`config.mk`:
```
export PLATFORM = sky130hd
export DESIGN_NAME = magic_nmi_ctrl_flat
export DESIGN_NICKNAME = d
export VERILOG_FILES = /design/src/rtl/magic_nmi_ctrl_pkg.sv /design/src/rtl/magic_nmi_ctrl_if.sv /design/src/rtl/magic_nmi_ctrl_cfg_regs.sv /design/src/rtl/magic_nmi_ctrl.sv /design/src/flat_wrapper.sv
export SDC_FILE = /design/constraint.sdc
export NUM_CORES = 1
export LEC_CHECK = 0
export CAP_MARGIN = 0
export CORE_MARGIN = 3
export CORE_UTILIZATION = 45
export CTS_CLUSTER_SIZE = 30
export DETAILED_ROUTE_END_ITERATION = 6
export HOLD_SLACK_MARGIN = 0.1
export PLACE_DENSITY = 0.73
export SLEW_MARGIN = 20
export SYNTH_ARGS = -nofsm -noshare
export SYNTH_HDL_FRONTEND = slang
export SYNTH_SLANG_ARGS = --single-unit
```
`constraint.sdc`:
```
create_clock -name clk28 -period 6.3 [get_ports clk28]
set_input_delay 0.945 -clock clk28 [delete_from_list [all_inputs] [get_ports clk28]]
set_output_delay 0.945 -clock clk28 [all_outputs]
set_load 0.01 [all_outputs]
```
`src/rtl/magic_nmi_ctrl_pkg.sv`:
```
// Shared types and constants for the magic (service-ROM) NMI controller.
package magic_nmi_ctrl_pkg;

  typedef enum logic [2:0] {
    IDLE,
    PEND,
    MAPPED,
    UNMAP,
    REENT
  } magic_state_t;

  localparam logic [7:0] CFG_IDX_CAUSE = 8'hFE;

endpackage

```
`src/rtl/magic_nmi_ctrl_if.sv`:
```
// CPU bus as seen by the magic controller; master drives, slave observes.
interface cpu_bus;

  logic [15:0] a;
  logic [7:0]  d;
  logic        mreq;
  logic        ioreq;
  logic        rd;
  logic        wr;
  logic        m1;

  modport master (output a, d, mreq, ioreq, rd, wr, m1);
  modport slave  (input  a, d, mreq, ioreq, rd, wr, m1);

endinterface

```
`src/rtl/magic_nmi_ctrl_cfg_regs.sv`:
```
// Config register file with I/O readback; writes visible next cycle, readback data registered (1 cycle).
module magic_cfg_regs
  import magic_nmi_ctrl_pkg::*;
#(
  parameter int                 NREGS     = 16,
  parameter logic [NREGS*8-1:0] CFG_RESET = '0
) (
  input  logic               clk28,
  input  logic               rst,
  input  logic               cs,
  input  logic               rd,
  input  logic               wr,
  input  logic [7:0]         idx,
  input  logic [7:0]         wdat,
  input  logic [7:0]         cause_byte,
  output logic [NREGS*8-1:0] cfg,
  output logic [7:0]         d_out,
  output logic               d_out_active
);

  localparam logic [8:0] NREGS_W = 9'(NREGS);

  logic [NREGS*8-1:0] cfg_q, cfg_d;
  logic [7:0]         d_out_q, d_out_d;
  logic               d_out_active_q, d_out_active_d;
  logic               idx_ok;

  always_comb begin
    idx_ok         = ({1'b0, idx} < NREGS_W);
    cfg_d          = cfg_q;
    d_out_d        = 8'hFF;
    d_out_active_d = cs && rd;

    if (cs && wr && idx_ok) begin
      cfg_d[{idx, 3'b000} +: 8] = wdat;
    end

    // Readback uses the pre-write image, so a same-cycle write is not reflected.
    if (cs && rd) begin
      if (idx_ok) begin
        d_out_d = cfg_q[{idx, 3'b000} +: 8];
      end else if (idx == CFG_IDX_CAUSE) begin
        d_out_d = cause_byte;
      end
    end
  end

  always_ff @(posedge clk28) begin
    if (rst) begin
      cfg_q          <= CFG_RESET;
      d_out_q        <= 8'hFF;
      d_out_active_q <= 1'b0;
    end else begin
      cfg_q          <= cfg_d;
      d_out_q        <= d_out_d;
      d_out_active_q <= d_out_active_d;
    end
  end

  assign cfg          = cfg_q;
  assign d_out        = d_out_q;
  assign d_out_active = d_out_active_q;

endmodule

```
`src/rtl/magic_nmi_ctrl.sv`:
```
// Magic-ROM controller: arbitrates NMI sources, drives n_nmi, tracks map/unmap from CPU fetches.
// Requests see 2 cycles of sync latency and are only taken on an INT falling edge while IDLE.
module magic_nmi_ctrl
  import magic_nmi_ctrl_pkg::*;
#(
  parameter int                 NSRC       = 2,
  parameter int                 NREGS      = 16,
  parameter logic [NREGS*8-1:0] CFG_RESET  = '0,
  parameter logic [7:0]         CFG_PORT   = 8'hFF,
  parameter logic [15:0]        NMI_VEC    = 16'h0066,
  parameter logic [15:0]        EXIT_ADDR  = 16'hF000,
  parameter logic [15:0]        REENT_ADDR = 16'hF008,
  parameter int                 TMO_W      = 12
) (
  input  logic               clk28,
  input  logic               rst,
  cpu_bus.slave              bus,
  input  logic               n_int,
  input  logic               n_int_next,
  input  logic [NSRC-1:0]    nmi_req,
  output logic               n_nmi,
  output logic               magic_mode,
  output logic               magic_map,
  output logic [NSRC-1:0]    cause,
  output logic [NREGS*8-1:0] cfg,
  output logic [7:0]         d_out,
  output logic               d_out_active
);

  magic_state_t     state_q, state_d;
  logic [NSRC-1:0]  req_s1_q, req_s1_d;
  logic [NSRC-1:0]  req_s2_q, req_s2_d;
  logic             n_nmi_q, n_nmi_d;
  logic             mode_q, mode_d;
  logic             map_q, map_d;
  logic [NSRC-1:0]  cause_q, cause_d;
  logic [TMO_W-1:0] tmo_q, tmo_d;
  logic [TMO_W-1:0] tmo_inc;
  logic             exit_q, exit_d;

  logic             int_edge;
  logic [NSRC-1:0]  first_req;
  logic [7:0]       cause_byte;
  logic             cfg_cs;

  always_comb begin
    req_s1_d = nmi_req;
    req_s2_d = req_s1_q;
    int_edge = n_int && !n_int_next;
    tmo_inc  = tmo_q + 1'b1;

    // Scan from the top so the lowest-index request wins.
    first_req = '0;
    for (int i = NSRC - 1; i >= 0; i--) begin
      if (req_s2_q[i]) begin
        first_req    = '0;
        first_req[i] = 1'b1;
      end
    end

    cause_byte              = '0;
    cause_byte[NSRC-1:0]    = cause_q;
    cfg_cs = map_q && bus.ioreq && (bus.a[7:0] == CFG_PORT);
  end

  always_comb begin
    state_d = state_q;
    n_nmi_d = n_nmi_q;
    mode_d  = mode_q;
    map_d   = map_q;
    cause_d = cause_q;
    tmo_d   = tmo_q;
    exit_d  = exit_q;

    unique case (state_q)
      IDLE: begin
        tmo_d = '0;
        if (int_edge && (|req_s2_q)) begin
          cause_d = first_req;
          n_nmi_d = 1'b0;
          mode_d  = 1'b1;
          state_d = PEND;
        end
      end
      PEND: begin
        if (bus.m1 && bus.mreq && (bus.a == NMI_VEC)) begin
          n_nmi_d = 1'b1;
          map_d   = 1'b1;
          state_d = MAPPED;
        end else if (tmo_inc == '1) begin
          // CPU never acknowledged (NMI masked or lost): abandon the entry.
          n_nmi_d = 1'b1;
          mode_d  = 1'b0;
          cause_d = '0;
          state_d = IDLE;
        end else begin
          tmo_d = tmo_inc;
        end
      end
      MAPPED: begin
        if (bus.mreq && bus.rd && (bus.a == EXIT_ADDR)) begin
          mode_d  = 1'b0;
          exit_d  = 1'b1;
          state_d = UNMAP;
        end else if (bus.mreq && bus.rd && (bus.a == REENT_ADDR)) begin
          exit_d  = 1'b0;
          state_d = UNMAP;
        end
      end
      UNMAP: begin
        // Hold the ROM until the triggering read completes.
        if (!bus.mreq) begin
          map_d = 1'b0;
          if (exit_q) begin
            cause_d = '0;
            state_d = IDLE;
          end else begin
            state_d = REENT;
          end
        end
      end
      REENT: begin
        if (bus.m1 && bus.mreq) begin
          map_d   = 1'b1;
          state_d = MAPPED;
        end
      end
      default: state_d = IDLE;
    endcase
  end

  always_ff @(posedge clk28) begin
    if (rst) begin
      state_q  <= MAPPED;
      req_s1_q <= '0;
      req_s2_q <= '0;
      n_nmi_q  <= 1'b1;
      mode_q   <= 1'b1;
      map_q    <= 1'b1;
      cause_q  <= '0;
      tmo_q    <= '0;
      exit_q   <= 1'b0;
    end else begin
      state_q  <= state_d;
      req_s1_q <= req_s1_d;
      req_s2_q <= req_s2_d;
      n_nmi_q  <= n_nmi_d;
      mode_q   <= mode_d;
      map_q    <= map_d;
      cause_q  <= cause_d;
      tmo_q    <= tmo_d;
      exit_q   <= exit_d;
    end
  end

  magic_cfg_regs #(
    .NREGS     (NREGS),
    .CFG_RESET (CFG_RESET)
  ) u_cfg_regs (
    .clk28        (clk28),
    .rst          (rst),
    .cs           (cfg_cs),
    .rd           (bus.rd),
    .wr           (bus.wr),
    .idx          (bus.a[15:8]),
    .wdat         (bus.d),
    .cause_byte   (cause_byte),
    .cfg          (cfg),
    .d_out        (d_out),
    .d_out_active (d_out_active)
  );

  assign n_nmi      = n_nmi_q;
  assign magic_mode = mode_q;
  assign magic_map  = map_q;
  assign cause      = cause_q;

endmodule

```
`src/flat_wrapper.sv`:
```
// flat-port wrapper written by rule: the top's interface ports become plain ports
module magic_nmi_ctrl_flat import magic_nmi_ctrl_pkg::*;
#(
  parameter int                 NSRC       = 2,
  parameter int                 NREGS      = 16,
  parameter logic [NREGS*8-1:0] CFG_RESET  = '0,
  parameter logic [7:0]         CFG_PORT   = 8'hFF,
  parameter logic [15:0]        NMI_VEC    = 16'h0066,
  parameter logic [15:0]        EXIT_ADDR  = 16'hF000,
  parameter logic [15:0]        REENT_ADDR = 16'hF008,
  parameter int                 TMO_W      = 12
)
  (clk28, rst, n_int, n_int_next, nmi_req, n_nmi, magic_mode, magic_map, cause, cfg, d_out, d_out_active, bus_a, bus_d, bus_mreq, bus_ioreq, bus_rd, bus_wr, bus_m1);
  cpu_bus bus_i ();
  input  logic clk28;
  input  logic rst;
  input  logic n_int;
  input  logic n_int_next;
  input  logic [NSRC-1:0] nmi_req;
  output logic n_nmi;
  output logic magic_mode;
  output logic magic_map;
  output logic [NSRC-1:0] cause;
  output logic [NREGS*8-1:0] cfg;
  output logic [7:0] d_out;
  output logic d_out_active;
  input wire logic [$bits(bus_i.a)-1:0] bus_a;
  input wire logic [$bits(bus_i.d)-1:0] bus_d;
  input wire logic [$bits(bus_i.mreq)-1:0] bus_mreq;
  input wire logic [$bits(bus_i.ioreq)-1:0] bus_ioreq;
  input wire logic [$bits(bus_i.rd)-1:0] bus_rd;
  input wire logic [$bits(bus_i.wr)-1:0] bus_wr;
  input wire logic [$bits(bus_i.m1)-1:0] bus_m1;
  assign bus_i.a = bus_a;
  assign bus_i.d = bus_d;
  assign bus_i.mreq = bus_mreq;
  assign bus_i.ioreq = bus_ioreq;
  assign bus_i.rd = bus_rd;
  assign bus_i.wr = bus_wr;
  assign bus_i.m1 = bus_m1;
  magic_nmi_ctrl #(.NSRC(NSRC), .NREGS(NREGS), .CFG_RESET(CFG_RESET), .CFG_PORT(CFG_PORT), .NMI_VEC(NMI_VEC), .EXIT_ADDR(EXIT_ADDR), .REENT_ADDR(REENT_ADDR), .TMO_W(TMO_W)) u_core (.clk28(clk28), .rst(rst), .bus(bus_i), .n_int(n_int), .n_int_next(n_int_next), .nmi_req(nmi_req), .n_nmi(n_nmi), .magic_mode(magic_mode), .magic_map(magic_map), .cause(cause), .cfg(cfg), .d_out(d_out), .d_out_active(d_out_active));
endmodule
```
==> results.ini <==
[place]
pre_cts_slack_ps=2175
dp_hpwl_mm=17.76
gp_congestion=0.9021
port_buffers=176
place_inst=1126

[min_path]
hold_start=u_core.req_s1_q[1]
hp-class=register to register
min_path_cells=1
min_to=u_core.req_s2_q[1]

[drt]
drt-pass1-iter-count=5
wl_per_cell_um=21.42
ant_nets=0
drtIter0Drc=599
drc=0
finalWirelength_mm=24.80
vias_per_cell=5.749
vias=6657

[floorplanning]
core-area_sq_um=16640
die_w_um=136.9
io_pins=177
rows=47
die_h_um=136.9
die_area_sq_um=18730
start_util_pct=46.30

[sta]
hold_viol=0
fin_tns_setup_ps=0
fmax_mhz=268.7
setup_viol=0
min_period_ps=3722
finClkSkew_ps=7.985
fin_crit_sh_pct=59.08
tightest_slew_ps=953.5
rsz0062_at_grt=false
setup_slack_ps=2578
slew_headroom_pct=36.43
report.final.slew_viol_count=0

[synth]
yosysWarnings=0
synth-edff-count=0
synthesis.area_sq_um=7705
synthCells=772
yosys.area.top_type=dfxtp_1
synth_top_area_share_pct=42.09
synth-seq-cells=162
synth_area_per_cell_sq_um=9.980
synth.distinct_cells=55
async_reset_ff_share_pct=0
ys_seq_area_share_pct=42.09
synth.net_count=811
synth_ff_type=dfxtp_1
synth_area_leaders=dfxtp_1 42%, mux2i_1 17%, mux4_2 12%

[cells_and_area]
diodes=0
final_core_util_pct=61.02
fillers=1390
multi_input_area_sq_um=4224
finalNetCount=964
area_delta_synth_final_pct=31.80
layout-drive-gt1-share_pct=11.62
stdcell_count=1158
seq_area_sq_um=3243

[worst_setup_path]
rrSetupSlack_ps=3190
cp_max_fo=37
r2r-end=u_core.tmo_q[2]
worstPathRequired_ps=6640
arrival_ps=4060
cp-end-kind=register
worstRegToRegCells=7
startpoint_type=primary input
timing.rr.start=u_core.tmo_q[1]
path_class=primary input to register

[clock_network]
clockBufferDepth=2
numCtsBuffers=17
clock_latency_ps=430
cts_tree=built
cts.sinks=162
cts_setup_buffers=0
htree_num_levels=4
cts.reportedPaths.clkPinSlew_ps=60
hold_buffers=0
root_buffer=clkbuf_16
cts_resized=0

[status]
status=finished clean

[global_route]
grt_first_pass_wirelength_mm=37.91
grt_pass1_vias=6567
grt_max_degree=49
grt_overflow=0
antenna_found_initial=0
track_usage_pct=26.97

[power_and_ir_drop]
finalPower_mw=2.148
p_per_area_nw_per_um2=211.5
leakage_nw=4.075
peakVddDrop_v=0.0001924

[flow_run]
cap_violations=0

-- placed cells by master, fill, tap and decap left out, types with 3 or more instances in the layout --
cell type and n:
nor2b_1 8, nand3_1 18, a21oi_1 12, or4_1 3, nand3b_1 3, a31oi_1 12
clkdlybuf4s50_1 174, mux2i_1 129, and3_1 3, xnor2_1 3, nor4_1 6, nor2_1 36
o21ai_0 7, ha_1 4, nand2_1 166, and2_1 10, nand3_2 4, or3_1 5
dfxtp_1 162, inv_1 10, nor3b_1 3, clkbuf_16 17, clkinvlp_4 4, inv_6 6
nor3_1 12, xor2_1 3, o21ai_1 3, buf_4 7, nand2_2 11, mux4_2 40
nand4_1 8, clkinv_2 3, nand2b_1 3, o211ai_1 7
-- critical path, cell delays in order --
cell     delay (ps)
buf_2           710
inv_1           100
ha_1            290
or3b_1          270
nor3b_1         200
nand4_1         310
nor4b_2         590
nand3_2         340
mux2i_1         290
-- stage by stage --
step / cell area [sq um] / hold slack, ps
after CTS: 10150 / 446.9
final: 10150 / 442.8
after global routing: 10150 / 467.2
after global placement: 9589 / 418.5
after detailed placement: 9589 / 434.2
after floorplan: 7705 / 413.8
-- cell type report --
cell class / count / area share (%)
clock buffer: 19 / 4.362
tap: 220 / 2.711
multi-input combinational: 550 / 41.60
clock inverter: 13 / 1.207
timing repair buffer: 183 / 17.77
sequential: 162 / 31.94
inverter: 11 / 0.4189
-- worst max-delay path by stage --
stage | startpoint | to | slack (ps) | depth (start not counted)
after global routing | bus_a[9] | u_core.u_cfg_regs.cfg[109] | 2310 | 9
after detailed placement | bus_a[9] | u_core.u_cfg_regs.cfg[111] | 2170 | 9
after global placement | bus_a[9] | u_core.u_cfg_regs.cfg[108] | 2180 | 9
final | bus_a[9] | u_core.u_cfg_regs.cfg[109] | 2580 | 9
after CTS | bus_a[11] | u_core.u_cfg_regs.cfg[109] | 2570 | 7
after floorplan | bus_a[9] | u_core.state_q[1] | 2730 | 10
-- logic make-up (layout without fill, tap and decap cells) --
family / count (synthesis) / in the layout / synth area share [%]
simple gates: 313 / 313 / 19.93
mux: 170 / 170 / 28.60
xor+xnor: 6 / 6 / 0.6822
compound gates: 57 / 57 / 4.969
fa+ha+maj: 4 / 4 / 0.6496
buf+inv: 60 / 226 / 3.085
flops: 162 / 162 / 42.09
-- Yosys cell counts (3+ instances only) --
library cell / instances
o21ai_0: 7
nand4_1: 8
mux4_2: 40
nor2b_1: 8
nor2_1: 36
nand2_2: 11
and3_1: 3
xnor2_1: 3
mux2i_1: 129
o211ai_1: 7
dfxtp_1: 162
or3_1: 5
ha_1: 4
nor4_1: 6
nor3_1: 12
buf_1: 5
inv_1: 11
nand3b_1: 3
nor3b_1: 3
nand3_2: 4
or4_1: 3
a21oi_1: 12
and2_1: 10
a31oi_1: 12
xor2_1: 3
nand2b_1: 3
clkbuf_1: 39
o21ai_1: 3
nand3_1: 18
buf_2: 4
nand2_1: 166
-- sequential cells by signal (all words and copies together) (netlist names) --
register	flops
u_core.cause	2
u_core.exit_q	1
u_core.magic_map	1
u_core.magic_mode	1
u_core.n_nmi	1
u_core.req_s1_q	2
u_core.req_s2_q	2
u_core.state_q	3
u_core.tmo_q	12
u_core.u_cfg_regs.cfg	128
u_core.u_cfg_regs.d_out	8
u_core.u_cfg_regs.d_out_active	1
-- report_power, final --
part | leakage [nW] | switching (mW) | total, mW | internal, mW
Sequential | 1.31 | 0.000448 | 1.03 | 1.02
Combinational | 2.50 | 0.0758 | 0.118 | 0.0420
Clock | 0.268 | 0.444 | 1.00 | 0.560
Total | 4.08 | 0.521 | 2.15 | 1.63
-- routing by layer --
metal / up-vias / wire length, um / GRT usage, %
li1: 3066 / - / -
met1: 3214 / 10330 / 34.90
met2: 328 / 11630 / 43.07
met3: 49 / 2082 / 8.456
met4: 0 / 752 / 8.925
met5: - / 0 / 0
(Power assumes the default switching activity.)
